===== config.mk =====
export PLATFORM = sky130hd
export DESIGN_NAME = stall_recovery_ctrl
export DESIGN_NICKNAME = d
export VERILOG_FILES = /design/src/rtl/stall_recovery_ctrl.sv
export SDC_FILE = /design/constraint.sdc
export NUM_CORES = 1
export LEC_CHECK = 0
export CAP_MARGIN = 20
export CORE_UTILIZATION = 45
export DETAILED_ROUTE_END_ITERATION = 16
export HOLD_SLACK_MARGIN = 0.05
export PLACE_DENSITY = 0.72
export SYNTH_ARGS = -nofsm -noshare
export SYNTH_HDL_FRONTEND = slang
export SYNTH_SLANG_ARGS = --single-unit

===== constraint.sdc =====
create_clock -name clk -period 2.6 [get_ports clk]
set_input_delay 0.65 -clock clk [delete_from_list [all_inputs] [get_ports clk]]
set_output_delay 0.65 -clock clk [all_outputs]
set_load 0.03 [all_outputs]

===== src/rtl/stall_recovery_ctrl.sv =====
// stall_recovery_ctrl
//   Services stall reports from four detector channels, one at a time.
//   A stalled, non-fatal channel is granted round-robin, reported to the
//   host (srv_valid/srv_ready handshake), its detector is held in manual
//   reset for HOLD_CYCLES, the controller waits SETTLE_CYCLES, and the task
//   is restarted with a one-cycle retrigger pulse. A channel that is still
//   stalled after settling, or that has used MAX_RETRY recoveries, is
//   marked fatal until the host clears it.
//
// Parameters
//   HOLD_CYCLES    manual-reset pulse width in cycles (1..255)
//   SETTLE_CYCLES  post-clear wait in cycles (1..255)
//   MAX_RETRY      recoveries per channel before fatal (1..15)
//
// Ports
//   clk              rising-edge clock
//   rst_n            asynchronous active-low reset
//   ch_stall[3:0]    per-channel stall flag
//   ch_err_code[15:0] per-channel error code, channel n in [4n+3:4n]
//   ch_complete[3:0] per-channel task-complete pulse (clears retry count)
//   srv_ready        host accepts the service report
//   clr_fatal[3:0]   per-channel fatal clear pulse
//   ch_manual_reset[3:0] per-channel detector manual reset
//   ch_retrigger[3:0] per-channel one-cycle restart pulse
//   srv_valid        service report valid
//   srv_ch[1:0]      channel being serviced
//   srv_code[3:0]    error code captured at arbitration
//   fatal[3:0]       per-channel sticky fatal flag
//   irq              fatal interrupt
//
// Build option
//   STALL_RECOVERY_IRQ_EN  when defined, irq is a registered OR of fatal;
//                          otherwise irq is tied to 0.
module stall_recovery_ctrl #(
  parameter int unsigned HOLD_CYCLES   = 4,
  parameter int unsigned SETTLE_CYCLES = 8,
  parameter int unsigned MAX_RETRY     = 3
) (
  input  logic        clk,
  input  logic        rst_n,
  input  logic [3:0]  ch_stall,
  input  logic [15:0] ch_err_code,
  input  logic [3:0]  ch_complete,
  input  logic        srv_ready,
  input  logic [3:0]  clr_fatal,
  output logic [3:0]  ch_manual_reset,
  output logic [3:0]  ch_retrigger,
  output logic        srv_valid,
  output logic [1:0]  srv_ch,
  output logic [3:0]  srv_code,
  output logic [3:0]  fatal,
  output logic        irq
);

  localparam logic [7:0] HOLD_LAST   = 8'(HOLD_CYCLES - 1);
  localparam logic [7:0] SETTLE_LAST = 8'(SETTLE_CYCLES - 1);
  localparam logic [3:0] RETRY_MAX   = 4'(MAX_RETRY);

  typedef enum logic [2:0] {
    IDLE,
    ARB,
    REPORT,
    CLEAR,
    SETTLE,
    RETRY
  } state_t;

  state_t     state;
  logic [1:0] last_grant;
  logic [7:0] cnt;
  logic [3:0] retry_cnt [4];

  logic [3:0] req;
  logic       gnt_found;
  logic [1:0] gnt_ch;
  logic [1:0] idx;
  logic       at_max;
  logic       settle_done;
  logic [3:0] srv_onehot;
  logic [3:0] fatal_set;
  logic [3:0] retry_inc;

  // Round-robin search starting one past the last grant; fatal channels
  // are excluded from the request vector.
  always_comb begin
    req       = ch_stall & ~fatal;
    gnt_found = 1'b0;
    gnt_ch    = last_grant;
    idx       = last_grant;
    for (int unsigned i = 1; i <= 4; i++) begin
      idx = last_grant + 2'(i);
      if (!gnt_found && req[idx]) begin
        gnt_found = 1'b1;
        gnt_ch    = idx;
      end
    end
  end

  assign at_max      = (retry_cnt[gnt_ch] == RETRY_MAX);
  assign settle_done = (state == SETTLE) && (cnt == '0);
  assign srv_onehot  = 4'b0001 << srv_ch;

  always_comb begin
    fatal_set = '0;
    retry_inc = '0;
    if (state == ARB && gnt_found && at_max) begin
      fatal_set[gnt_ch] = 1'b1;
    end
    if (settle_done && ch_stall[srv_ch]) begin
      fatal_set = fatal_set | srv_onehot;
    end
    if (state == RETRY) begin
      retry_inc = srv_onehot;
    end
  end

  // Main sequencer; all service outputs are registered here.
  always_ff @(posedge clk or negedge rst_n) begin
    if (!rst_n) begin
      state           <= IDLE;
      last_grant      <= 2'd3;
      cnt             <= '0;
      ch_manual_reset <= '0;
      ch_retrigger    <= '0;
      srv_valid       <= 1'b0;
      srv_ch          <= '0;
      srv_code        <= '0;
    end else begin
      case (state)
        IDLE: begin
          if (|req) begin
            state <= ARB;
          end
        end
        ARB: begin
          if (!gnt_found) begin
            state <= IDLE;
          end else begin
            srv_ch     <= gnt_ch;
            srv_code   <= ch_err_code[4*gnt_ch +: 4];
            last_grant <= gnt_ch;
            if (at_max) begin
              state <= IDLE;
            end else begin
              srv_valid <= 1'b1;
              state     <= REPORT;
            end
          end
        end
        REPORT: begin
          if (srv_ready) begin
            srv_valid       <= 1'b0;
            ch_manual_reset <= srv_onehot;
            cnt             <= HOLD_LAST;
            state           <= CLEAR;
          end
        end
        CLEAR: begin
          if (cnt == '0) begin
            ch_manual_reset <= '0;
            cnt             <= SETTLE_LAST;
            state           <= SETTLE;
          end else begin
            cnt <= cnt - 8'd1;
          end
        end
        SETTLE: begin
          if (cnt == '0) begin
            if (ch_stall[srv_ch]) begin
              state <= IDLE;
            end else begin
              ch_retrigger <= srv_onehot;
              state        <= RETRY;
            end
          end else begin
            cnt <= cnt - 8'd1;
          end
        end
        RETRY: begin
          ch_retrigger <= '0;
          state        <= IDLE;
        end
        default: begin
          state <= IDLE;
        end
      endcase
    end
  end

  // Fatal flags and retry counters. A fatal set beats a same-cycle clear;
  // ch_complete clears the count regardless of state.
  always_ff @(posedge clk or negedge rst_n) begin
    if (!rst_n) begin
      fatal <= '0;
      for (int unsigned i = 0; i < 4; i++) begin
        retry_cnt[i] <= '0;
      end
    end else begin
      for (int unsigned i = 0; i < 4; i++) begin
        if (fatal_set[i]) begin
          fatal[i] <= 1'b1;
        end else if (clr_fatal[i]) begin
          fatal[i] <= 1'b0;
        end
        if (ch_complete[i] || (clr_fatal[i] && !fatal_set[i])) begin
          retry_cnt[i] <= '0;
        end else if (retry_inc[i] && retry_cnt[i] < RETRY_MAX) begin
          retry_cnt[i] <= retry_cnt[i] + 4'd1;
        end
      end
    end
  end

`ifdef STALL_RECOVERY_IRQ_EN
  always_ff @(posedge clk or negedge rst_n) begin
    if (!rst_n) begin
      irq <= 1'b0;
    end else begin
      irq <= |fatal;
    end
  end
`else
  assign irq = 1'b0;
`endif

endmodule


---- After elaboration in Yosys (flattened, before gate mapping) ----
Index checks and enable logic that the tools add are counted.
word-level totals
  flip-flop bits (word level) ............. 48
  input port bits ......................... 31
  output and inout bits ................... 20
operators by class
  add/sub/neg operators ................... 8
  magnitude comparators ................... 12
  eq/ne operators ......................... 14
  shifts and indexed selects .............. 2
  mux-type cells .......................... 64
  bitwise operators ....................... 4
  reductions and logical operators ........ 48
operators by type and width
  kind                                                 count
  two-way mux 4 bit                                    17
  two-way mux 8 bit                                    3
  case mux 8 bit (3 select lines)                      1
  nonzero test 2 bit                                   11
  two-way mux 1 bit                                    21
  < comparator 2 x 3 -> 1 bit, second input constant   6
  adder 4 x 1 -> 4 bit, second input constant          4
  logical AND 1 bit                                    16
  < comparator 4 x 2 -> 1 bit, second input constant   4
  case mux 4 bit (2 select lines)                      2
  indexed part select 16 x 5 -> 4 bit                  1
  two-way mux 3 bit                                    5
  case mux 3 bit (5 select lines)                      1
  inequality test 2 bit, second input constant         7
  two-way mux 2 bit                                    6
  binary-select mux 1 bit (select 2 bit)               5
  AND reduction 3 bit                                  3
  binary-select mux 4 bit (select 2 bit)               1
  logical NOT 8 bit                                    1
  AND reduction 4 bit                                  2
  subtractor 8 x 1 -> 8 bit, second input constant     1
  logical NOT 1 bit                                    7
  equality test 3 x 2 -> 1 bit, second input constant  2
  equality test 3 bit, second input constant           2
  19 further kinds                                     23

---- Longest topological paths before layout ----
  depth after elaboration ................. 27
  depth in mapped cells ................... 7
  gate-level depth less buffers ........... 7

---- Worst setup path before layout ----
No wires, ideal clock.
  path kind ............................... input to register
  start point ............................. in ch_stall[3]
  end point ............................... reg retry_cnt[0] (netlist bit)
  library setup time ...................... 0.134 ns
  arrival ................................. 1.950 ns
  data required time ...................... 2.466 ns
  slack ................................... 0.516 ns
  stages .................................. 5
  buffers on the path ..................... 0
  cell sequence ........................... nor2b_2 o41ai_4 and3b_1 a311oi_2 nor3_1
between the ends
  cells in the longest elaborated chain, start to end .. 26
RTL lines
  item                                                            line  text
  from (decl)                                                     41    input logic [3:0] ch_stall,
  bitwise AND 4 bit                                               86    req = ch_stall & ~fatal;
  binary-select mux 1 bit (select 2 bit)                          92    if (!gnt_found && req[idx]) begin
  two-way mux 1 bit (implied by the code)                         92
  two-way mux 1 bit                                               92
  logical NOT 1 bit                                               92
  logical AND 1 bit                                               92
  two-way mux 1 bit                                               92
  logical NOT 1 bit                                               92
  (+10 left out)                                                  --
  logical AND 1 bit                                               106   if (state == ARB && gnt_found && at_max) begin
  two-way mux 4 bit                                               106
  bitwise OR 4 bit                                                110   fatal_set = fatal_set | srv_onehot;
  two-way mux 4 bit *                                             109   if (settle_done && ch_stall[srv_ch]) begin
  logical NOT 1 bit *                                             205   if (ch_complete[i] || (clr_fatal[i] && !fatal_set[i])) begin
  logical AND 1 bit *                                             205
  logical OR 1 bit *                                              205
  two-way mux 4 bit / nonzero test 2 bit (equally long branches)  --
  to (signal, indexed assignment)                                 208   retry_cnt[i] <= retry_cnt[i] + 4'd1;
  to (decl)                                                       71    logic [3:0] retry_cnt [4];
Mark *: on every way between the ends. The rest lies on a longest branch, timed or not. The select of a mux whose other input is x is not followed.
A chain may end at the register's enable or synchronous reset.

---- Final worst setup path ----
  start point ............................. in ch_stall[3]
  end point ............................... reg retry_cnt[1] (netlist bit)
The elaborated chain is that of the path after synthesis.

==> results.py <==
metrics = {
    "clocking": {
        "clock_path_buffers": 2,
        "clock_latency_ns": 0.31,
        "cts_tree": "built",
        "clock-sinks": 48,
        "postCtsHoldBufs": 0,
        "postCtsSetupBuffers": 0,
        "htreeDepth": 2,
        "post_cts_resize_count": 0,
        "cts-buffers-inserted": 5,
        "path_clk_slew_ns": 0.09,
        "root_buffer": "clkbuf_8",
    },
    "timing": {
        "finalClockSkew_ns": 0.01383,
        "slew_viol_final": 0,
        "layout_setup_ws_ns": 0.2634,
        "relSlewSlack": 0.5895,
        "hold_viol_final": 0,
        "tightest_slew_ns": 0.6134,
        "fin_crit_ns": 2.337,
        "max_freq_mhz": 428.0,
        "setup_viol": 0,
        "period_share": 0.8987,
        "rsz0062_at_grt": "false",
    },
    "global_route": {
        "grt_pass1_vias": 2212,
        "track_usage": 0.2222,
        "overflow": 0,
        "antenna_found_initial": 0,
        "grt_max_degree": 26,
        "grt_pass1_wl_um": 10650,
    },
    "drt": {
        "vias": 2184,
        "route.detailed.drc": 0,
        "dr.pass1.iters": 4,
        "ant_nets": 0,
        "drt_wl_total_um": 6293,
        "avgViaCountPerCell": 5.600,
        "wl_per_cell_um": 16.14,
        "drt_iter0_markers": 102,
    },
    "synth": {
        "yosys_warnings": 0,
        "syn_area_per_cell_um2": 10.65,
        "synth-seq-cells": 48,
        "async_flop_share": 1.000,
        "synth_edf_count": 0,
        "syn_nets": 289,
        "ys_types": 60,
        "ys_seq_area_frac": 0.4466,
        "syn-instance-count": 253,
        "ys.flop_type": "dfrtp_1",
        "syn_area_um2": 2695,
    },
    "floorplanning": {
        "core_um2": 5642,
        "dieArea_um2": 6303,
        "io_pins": 51,
        "start_util": 0.4777,
        "num_rows": 27,
        "die_height_um": 79.39,
        "die_w_um": 79.39,
    },
    "critical_path": {
        "crit_fanout": 4,
        "crit_path_start_kind": "input pin",
        "cp.required_ns": 2.77,
        "cp.arrival_ns": 2.51,
        "worst-path-buf-inv": 1,
        "criticalPathCategory": "in -> reg",
        "critPathCaptureType": "register",
        "cp_top_family": "compound AO/OA/AOI/OAI gates",
        "cp_cell_sequence": "clkdlybuf4s50_1, nor2b_2, o41ai_4, and3b_1, a311oi_2, nor3_1",
        "critPathSlowestCell": "o41ai_4",
        "slowest_delay_ns": 0.43,
    },
    "power_and_ir_drop": {
        "p_leak_uw": 0.001522,
        "power_density_nw_per_um2": 861.4,
        "max-vdd-ir-drop_mv": 0.4597,
    },
    "finish": {
        "diodes": 0,
        "layout_common_cells": "clkdlybuf4s50_1 (48), dfrtp_1 (46), nor2_1 (25)",
        "syn2layout_area_growth_pct": 28.32,
        "layout.nets": 353,
        "final_area_um2": 3458,
        "drive_gt1_frac": 0.1415,
        "final_common_cell": "clkdlybuf4s50_1",
        "fin_cells": 390,
    },
    "run_status": {
        "outcome": "completed",
    },
    "placement": {
        "io_buffers": 49,
        "dp_slack_ns": -0.04191,
        "placed_cell_area_um2": 3358,
        "place_congestion": 0.8214,
        "dp.cells": 382,
        "post-dp-hpwl_um": 4814,
    },
    "min_path": {
        "hold_path.class": "in -> async",
    },
    "flow_run": {
        "cap_violations": 0,
    },
}
## power breakdown
| part | internal, µW | switching (µW) |
|---|---|---|
| sequential | 910 | 186 |
| clock | 243 | 254 |
| combinational | 638 | 748 |
## synth_stat cells, types with 3 or more instances
library cell   n  area share
mux2i_1       17       0.063
nand2b_1       9       0.021
a211oi_1       4       0.011
nor3_1         7       0.013
nand3_1        6       0.011
nor3b_1        5       0.014
o21ai_0       10       0.019
mux2_2         6       0.025
dfrtp_1       46        0.43
o221ai_1       6       0.019
a21oi_1        8       0.015
a31oi_1        3      0.0070
ha_1           5       0.023
xor2_1         7       0.023
nor2_1        25       0.035
nand2_1       15       0.021
inv_1         13       0.018
o211ai_1       4       0.011
nor2b_1        5       0.012
## worst paths after layout
kind / slack [ns] / start / depth (start not counted) / to
max in group asynchronous: 1.64 / rst_n / 2 / last_grant[0]
worst max register to register: 0.60 / cnt[0] / 7 / ch_manual_reset[0]
min in group clk: 0.49 / srv_code[0] / 2 / srv_code[0]
worst min register to register: 0.49 / srv_code[0] / 2 / srv_code[0]
worst min-delay path: 0.33 / rst_n / 1 / cnt[6]
worst max-delay path: 0.26 / ch_stall[3] / 6 / retry_cnt[1]
## metrics by stage
step	hold slack [ns]	total power, µW	util	setup TNS (ns)
after global placement	0.4785	2470	0.5953	-0.02743
after global routing	0.3678	3164	0.6130	0
after detailed placement	0.4751	2490	0.5953	-0.1719
after CTS	0.3543	2990	0.6130	0
after floorplan	0.3544	1959	-	0
final	0.3320	2979	0.6130	0
## sequential cells by signal, indices dropped and copies added, names as in the netlist
name / cells
retry_cnt: 16
cnt: 8
ch_manual_reset: 4
ch_retrigger: 4
fatal: 4
srv_code: 4
state: 3
last_grant: 2
srv_ch: 2
srv_valid: 1
## worst register-to-register path, delay by kind of cell, from the launching register on
kind / cells / cell delay [ns]
compound gates: 1 / 0.30
fa+ha+maj: 1 / 0.21
buf+inv: 1 / 0.07
flops: 1 / 0.42
mux: 1 / 0.37
simple gates: 3 / 0.54
## routing by layer
layer	global-route usage	vias to the layer above	part of all wire
met5	0	-	0
met4	0.07273	0	0.0091
met3	0.04000	4	0.037
met2	0.3759	52	0.50
met1	0.2868	1072	0.46
li1	-	1056	-
## area by class of cell
cell class | count | area (µm²)
Clock buffer | 8 | 100.1
Fill cell | 481 | 2183
Inverter | 13 | 48.80
Multi-Input combinational cell | 190 | 1430
Sequential cell | 48 | 1204
Tap cell | 72 | 90.09
Timing Repair Buffer | 59 | 585.6
## cell families (layout without fill, tap and decap cells)
| kind of cell | after synthesis | after routing | synth area share |
|---|---|---|---|
| other | 1 | 1 | 0.001391 |
| AOI/OAI and AO/OA | 53 | 53 | 0.1634 |
| muxes | 24 | 24 | 0.09796 |
| adders and majority gates | 5 | 5 | 0.02321 |
| xor gates and xnor gates | 9 | 9 | 0.02925 |
| and+or+nand+nor | 98 | 98 | 0.2154 |
| DFF | 48 | 48 | 0.4466 |
| buffers and inverters | 15 | 80 | 0.02275 |
No activity file was read; power rests on OpenSTA's default activity.
